File: config.mk
export PLATFORM = sky130hd
export DESIGN_NAME = piso_serializer
export DESIGN_NICKNAME = d
export VERILOG_FILES = /design/src/rtl/piso_serializer.sv
export SDC_FILE = /design/constraint.sdc
export NUM_CORES = 1
export LEC_CHECK = 0
export CORE_MARGIN = 3
export CORE_UTILIZATION = 48
export DETAILED_ROUTE_END_ITERATION = 6
export PLACE_DENSITY = 0.73
export SYNTH_ARGS = -nofsm -noshare
export SYNTH_HDL_FRONTEND = slang
export SYNTH_SLANG_ARGS = --single-unit
File: constraint.sdc
create_clock -name clk -period 2.2 [get_ports clk]
set_input_delay 0.44 -clock clk [delete_from_list [all_inputs] [get_ports clk]]
set_output_delay 0.44 -clock clk [all_outputs]
set_load 0.02 [all_outputs]
File: src/rtl/piso_serializer.sv
// Parallel-in/serial-out transmitter with a one-word hold buffer for gapless frames.
// Optional build macro PARITY_EN appends an even-parity bit after the data bits of each frame.
//
// state     | meaning
// ----------+------------------------------------------------------------
// ST_IDLE   | no frame on the line, data_out at IDLE_LEVEL
// ST_SHIFT  | data bits of a frame on data_out, bit_cnt tracks position
// ST_PARITY | parity bit on data_out (PARITY_EN builds only)
module piso_serializer #(
    parameter int WIDTH      = 4,
    parameter bit MSB_FIRST  = 1'b1,
    parameter bit IDLE_LEVEL = 1'b0
) (
    input  logic             clk,
    input  logic             rst,
    input  logic [WIDTH-1:0] word_in,
    input  logic             word_valid,
    output logic             word_ready,
    output logic             data_out,
    output logic             busy,
    output logic             done
);

    localparam int CNT_W = $clog2(WIDTH);
    localparam logic [CNT_W-1:0] CNT_LAST = CNT_W'(WIDTH - 1);
    localparam logic [CNT_W-1:0] CNT_PENULT = CNT_W'(WIDTH - 2);

`ifdef PARITY_EN
    localparam int ST_W = 2;
    localparam logic [ST_W-1:0] ST_PARITY = 2'd2;
`else
    localparam int ST_W = 1;
`endif
    localparam logic [ST_W-1:0] ST_IDLE  = ST_W'(0);
    localparam logic [ST_W-1:0] ST_SHIFT = ST_W'(1);

    logic [ST_W-1:0]  state_q, state_d;
    logic [WIDTH-1:0] shift_q, shift_d;
    logic [CNT_W-1:0] bit_cnt_q, bit_cnt_d;
    logic [WIDTH-1:0] hold_q, hold_d;
    logic             hold_full_q, hold_full_d;
    logic             data_q, data_d;
    logic             busy_q, busy_d;
    logic             done_q, done_d;
    logic             ready_en_q, ready_en_d;
`ifdef PARITY_EN
    logic             parity_q, parity_d;
`endif

    logic             xfer;
    logic             load;
    logic             end_frame;
    logic [WIDTH-1:0] load_word;

    function automatic logic first_bit(input logic [WIDTH-1:0] w);
        return MSB_FIRST ? w[WIDTH-1] : w[0];
    endfunction

    // Shifter keeps the not-yet-sent bits aligned so the next bit is always at the send end.
    function automatic logic [WIDTH-1:0] advance(input logic [WIDTH-1:0] w);
        return MSB_FIRST ? (w << 1) : (w >> 1);
    endfunction

    // Ready is held off for the first clock after reset release.
    assign word_ready = ready_en_q && !hold_full_q;
    assign xfer       = word_valid && word_ready;

    assign data_out = data_q;
    assign busy     = busy_q;
    assign done     = done_q;

    always_comb begin
        state_d     = state_q;
        shift_d     = shift_q;
        bit_cnt_d   = bit_cnt_q;
        hold_d      = hold_q;
        hold_full_d = hold_full_q;
        data_d      = data_q;
        busy_d      = busy_q;
        done_d      = done_q;
        ready_en_d  = 1'b1;
`ifdef PARITY_EN
        parity_d    = parity_q;
`endif
        load      = 1'b0;
        end_frame = 1'b0;
        load_word = word_in;

        case (state_q)
            ST_IDLE: begin
                if (xfer) begin
                    load = 1'b1;
                end
            end
            ST_SHIFT: begin
                if (bit_cnt_q == CNT_LAST) begin
`ifdef PARITY_EN
                    state_d = ST_PARITY;
                    data_d  = parity_q;
                    done_d  = 1'b1;
                    if (xfer) begin
                        hold_d      = word_in;
                        hold_full_d = 1'b1;
                    end
`else
                    end_frame = 1'b1;
`endif
                end else begin
                    data_d    = first_bit(shift_q);
                    shift_d   = advance(shift_q);
                    bit_cnt_d = bit_cnt_q + CNT_W'(1);
`ifdef PARITY_EN
                    done_d    = 1'b0;
`else
                    done_d    = (bit_cnt_q == CNT_PENULT);
`endif
                    if (xfer) begin
                        hold_d      = word_in;
                        hold_full_d = 1'b1;
                    end
                end
            end
`ifdef PARITY_EN
            ST_PARITY: begin
                end_frame = 1'b1;
            end
`endif
            default: begin
                state_d = ST_IDLE;
            end
        endcase

        // Hold takes priority at the frame boundary; a same-edge transfer refills it.
        if (end_frame) begin
            if (hold_full_q) begin
                load        = 1'b1;
                load_word   = hold_q;
                hold_full_d = xfer;
                if (xfer) begin
                    hold_d = word_in;
                end
            end else if (xfer) begin
                load = 1'b1;
            end else begin
                state_d = ST_IDLE;
                data_d  = IDLE_LEVEL;
                busy_d  = 1'b0;
                done_d  = 1'b0;
            end
        end

        if (load) begin
            state_d   = ST_SHIFT;
            data_d    = first_bit(load_word);
            shift_d   = advance(load_word);
            bit_cnt_d = '0;
            busy_d    = 1'b1;
            done_d    = 1'b0;
`ifdef PARITY_EN
            parity_d  = ^load_word;
`endif
        end
    end

    always_ff @(posedge clk or posedge rst) begin
        if (rst) begin
            state_q     <= ST_IDLE;
            shift_q     <= '0;
            bit_cnt_q   <= '0;
            hold_q      <= '0;
            hold_full_q <= 1'b0;
            data_q      <= IDLE_LEVEL;
            busy_q      <= 1'b0;
            done_q      <= 1'b0;
            ready_en_q  <= 1'b0;
`ifdef PARITY_EN
            parity_q    <= 1'b0;
`endif
        end else begin
            state_q     <= state_d;
            shift_q     <= shift_d;
            bit_cnt_q   <= bit_cnt_d;
            hold_q      <= hold_d;
            hold_full_q <= hold_full_d;
            data_q      <= data_d;
            busy_q      <= busy_d;
            done_q      <= done_d;
            ready_en_q  <= ready_en_d;
`ifdef PARITY_EN
            parity_q    <= parity_d;
`endif
        end
    end

endmodule

### Yosys cells after proc, flatten, opt, wreduce, memory -nomap -nowiden

Cells that the tools add are included.

* word-level logic and storage cells: 63
* input port bits: 7
* register bits after elaboration: 15

* add/sub/neg operators: 1
* reductions and logical operators: 7
* muxes and demuxes: 42
* eq/ne operators: 5

Operator list (number)
* 4-bit 2-to-1 mux: 11
* 1-bit 2-to-1 mux: 28
* 2-bit 2-to-1 mux: 3
* 2-bit equality test (second input constant): 2
* 2-bit by 1-bit inequality test with 1-bit output (second input constant): 2
* 2-bit nonzero test: 2
* 3-bit AND reduction: 1
* 2-bit by 1-bit adder with 2-bit output (second input constant): 1
* 1-bit logical AND: 2
* 2-bit inequality test (second input constant): 1
* 2-bit AND reduction: 1
* 1-bit logical NOT: 1

### Depth between registers and ports, before layout

* word-level depth: 10
* depth in mapped cells: 5

### Worst setup path after synthesis

No wires, ideal clock.

* path kind: flip-flop to flip-flop
* start: register bit_cnt_q[0]
* end: register hold_q[0]
* clock period less this slack: 1.506 ns
* slack: 0.694 ns
* arrival time: 1.381 ns
* path buffers: 0
* cell stages (with the launch flop): 5
* setup time: 0.125 ns
* cells stage by stage: dfrtp_1 ha_1 nand2b_1 nor2_1 mux2_2

* longest elaborated chain between the ends: 6

RTL lines
* start, declared: RTL line 39 `logic [CNT_W-1:0] bit_cnt_q, bit_cnt_d;`
* start signal, assigned: RTL line 182 `bit_cnt_q <= bit_cnt_d;`
* 2-bit equality test *: RTL line 96 `if (bit_cnt_q == CNT_LAST) begin`
* 4-bit 2-to-1 mux: RTL line 96
* 4-bit 2-to-1 mux: RTL line 89 `case (state_q)`
* 4-bit 2-to-1 mux: RTL line 139 `if (xfer) begin`
* 4-bit 2-to-1 mux: RTL line 135 `if (hold_full_q) begin`
* 4-bit 2-to-1 mux *: RTL line 134 `if (end_frame) begin`
* via hold_d[0]: RTL line 40 `logic [WIDTH-1:0] hold_q, hold_d;`
* end signal, assigned: RTL line 183 `hold_q <= hold_d;`
* end, declared: RTL line 40

The timed path passes the listed nets; every way through them passes the cells marked *.
A chain may end at the register's enable or synchronous reset.

### Worst setup path in the final report

* start: register hold_full_q
* end: output port word_ready

* longest elaborated chain between the ends: 2

RTL lines
* start, declared: RTL line 41 `logic hold_full_q, hold_full_d;`
* start signal, assigned: RTL line 184 `hold_full_q <= hold_full_d;`
* 1-bit logical NOT: RTL line 65 `assign word_ready = ready_en_q && !hold_full_q;`
* 1-bit logical AND: RTL line 65
* end, declared: RTL line 18 `output logic word_ready,`

No other way between the ends.

==> flow_metrics.tcl <==
set metrics [dict create \
    status "completed" \
    fin_crit_ns 1.97 \
    worstMarginPinSlew_ns 0.527 \
    area_growth_pct 18.6 \
    endpoint_kind "output pin" \
    yosysSeqAreaShare 0.501 \
    start_util 0.524 \
    cp-start-kind "flop" \
    root_buffer "clkbuf_4" \
    drt_wl_total_um 1180 \
    ys_ff_latch 14 \
    cts_setup_buffers 0 \
    netlist.area_leader.share 0.501 \
    dr.pass1.iters 4 \
    wl_per_cell_um 13.7 \
    worstPathRequired_ns 1.76 \
    die_width_um 44.2 \
    cts_max_level 1 \
    critPathArrivalTime_ns 1.53 \
    core_area_mm2 0.00133 \
    hp-class "input pin to asynchronous set/reset pin" \
    vias 464 \
    drc 0 \
    drtIter0Drc 7 \
    vias_per_cell 5.40 \
    hold_viol 0 \
    cap_violations 0 \
    synth.area.top_cells "dfrtp_1 (50%), mux2_2 (9.7%), ha_1 (3.6%)" \
    rows 13 \
    layout_commonest_cell "dfrtp_1" \
    p_total_mw 1.09 \
    finalSetupViolations 0 \
    cts_tree "yes" \
    boundaryPins 11 \
    rsz0062_at_grt "false" \
    dieHeight_um 44.2 \
    gp_congestion 0.736 \
    ctsResizeCount 0 \
    finalSetupTns_ns 0 \
    slew_violations 0 \
    crit_chain "and2b_1, clkdlybuf4s50_1" \
    fin_skew_ns 0.00236 \
    grt_max_degree 15 \
    clk_pin_slew_ns 0.08 \
    dieArea_mm2 0.00195 \
    first_global_vias 464 \
    p_leak_nw 0.380 \
    netlist_area_um2 699 \
    crit_path_max_incr_delay_ns 0.59 \
    ys_warn_count 0 \
    layout_common_cells "dfrtp_1 (14), clkdlybuf4s50_1 (10), mux2_2 (6)" \
    slowest_stage "clkdlybuf4s50_1" \
    path_max_fanout 7 \
    grt.overflow.total 0 \
    ant_nets 0 \
    clk-insertion-delay-late_ns 0.28 \
    ir_drop_mv 0.637 \
    syn_nets 68 \
    grt_use_total 0.148 \
    timing.final.crit_share 0.895 \
    path_class "flop to output pin" \
    post_cts_hold_buffer_count 0 \
    place_hpwl_um 884 \
    yosys.area.top_type "dfrtp_1" \
    grt_first_pass_wirelength_um 2020 \
    maxSlewHeadroom 0.648 \
    cts_sinks 14 \
    p_per_area_mw_per_mm2 1320 \
    final_core_util 0.622 \
    numCtsBuffers 3 \
    antennaDiodeCount 0 \
    synthCells 59 \
    clockBufferDepth 2 \
    grt_antenna_before_repair 0 \
    ys_types 27 \
    nets 82 \
    timing.fmax_mhz 508 \
    place.port_buffers 10 \
    drive_above_1_share 0.197 \
    avgSynthCellArea_um2 11.9 \
]
-- critical path: cells and delay by family (launching register included) --
kind / cells / cell delay [ns]
flops: 1 / 0.44
simple gates: 1 / 0.21
buf+inv: 1 / 0.59
-- metal layers --
| metal | GRT usage | routed length, um |
|---|---|---|
| met3 | 0.0244 | 62 |
| met5 | 0 | 0 |
| met4 | 0.108 | 33 |
| met1 | 0.186 | 583 |
| met2 | 0.227 | 497 |
-- logic make-up (layout without fill, tap and decap cells) --
kind of cell | Yosys count | after routing | share of synthesized area
and+or+nand+nor | 16 | 16 | 0.150
DFF | 14 | 14 | 0.501
AOI/OAI and AO/OA | 13 | 13 | 0.129
muxes | 9 | 9 | 0.147
buffers and inverters | 4 | 16 | 0.0322
adders and majority gates | 2 | 2 | 0.0358
other | 1 | 1 | 0.00536
-- path summary, 6_finish.rpt --
path	start	end	slack (ns)	cells past startpoint
min in group clk	shift_q[3]$_DFFE_PP0P_	shift_q[3]$_DFFE_PP0P_	0.49	2
worst min register to register	shift_q[3]$_DFFE_PP0P_	shift_q[3]$_DFFE_PP0P_	0.49	2
worst max register to register	bit_cnt_q[0]$_DFFE_PP0P_	hold_q[3]$_DFF_PP0_	0.49	4
worst max-delay path	hold_full_q$_DFF_PP0_	word_ready	0.23	2
max in group asynchronous	rst	hold_q[3]$_DFF_PP0_	1.36	2
worst min-delay path	rst	bit_cnt_q[0]$_DFFE_PP0P_	0.49	2
-- area by class of cell --
type	instances	area [um2]
Fill cell	115	504
Multi-Input combinational cell	41	327
Tap cell	15	18.8
Sequential cell	14	350
Timing Repair Buffer	10	100
Clock buffer	3	22.5
Inverter	3	11.3
-- power breakdown --
group	switching, mW	internal [mW]	leakage, nW
sequential	0.0914	0.373	0.170
clock	0.0790	0.0635	0.0138
combinational	0.237	0.249	0.197
total	0.407	0.685	0.380
-- through the flow --
step / cell area, um2 / hold slack [ns] / std cells / worst slack, ns
after floorplan: 699 / 0.329 / 59 / 0.694
final: 830 / 0.491 / 86 / 0.232
after global placement: 807 / 0.470 / 83 / 0.292
after global routing: 830 / 0.512 / 86 / 0.182
after detailed placement: 807 / 0.476 / 83 / 0.267
after CTS: 830 / 0.494 / 86 / 0.226
-- state kept, by name, summed over array words and instances, names as in the netlist --
name / cells
bit_cnt_q: 2
busy: 1
data_out: 1
done: 1
hold_full_q: 1
hold_q: 4
ready_en_q: 1
shift_q: 3
-- cell usage after synthesis --
cell       count
dfrtp_1       14
mux2_2         6
nand2_1        5
inv_1          3
o21ai_0        3
a21oi_1        2
and2b_1        2
ha_1           2
mux2i_1        2
nand2b_1       2
nor2_1         2
a2111oi_0      1
a21boi_2       1
a21o_1         1
a221o_1        1
a22o_1         1
a22oi_1        1
a31oi_1        1
and2b_2        1
and3b_1        1
buf_6          1
conb_1         1
mux2_4         1
nand3_2        1
nand3b_1       1
nor3_4         1
o21ai_1        1
No activity file was read; power rests on OpenSTA's default activity.
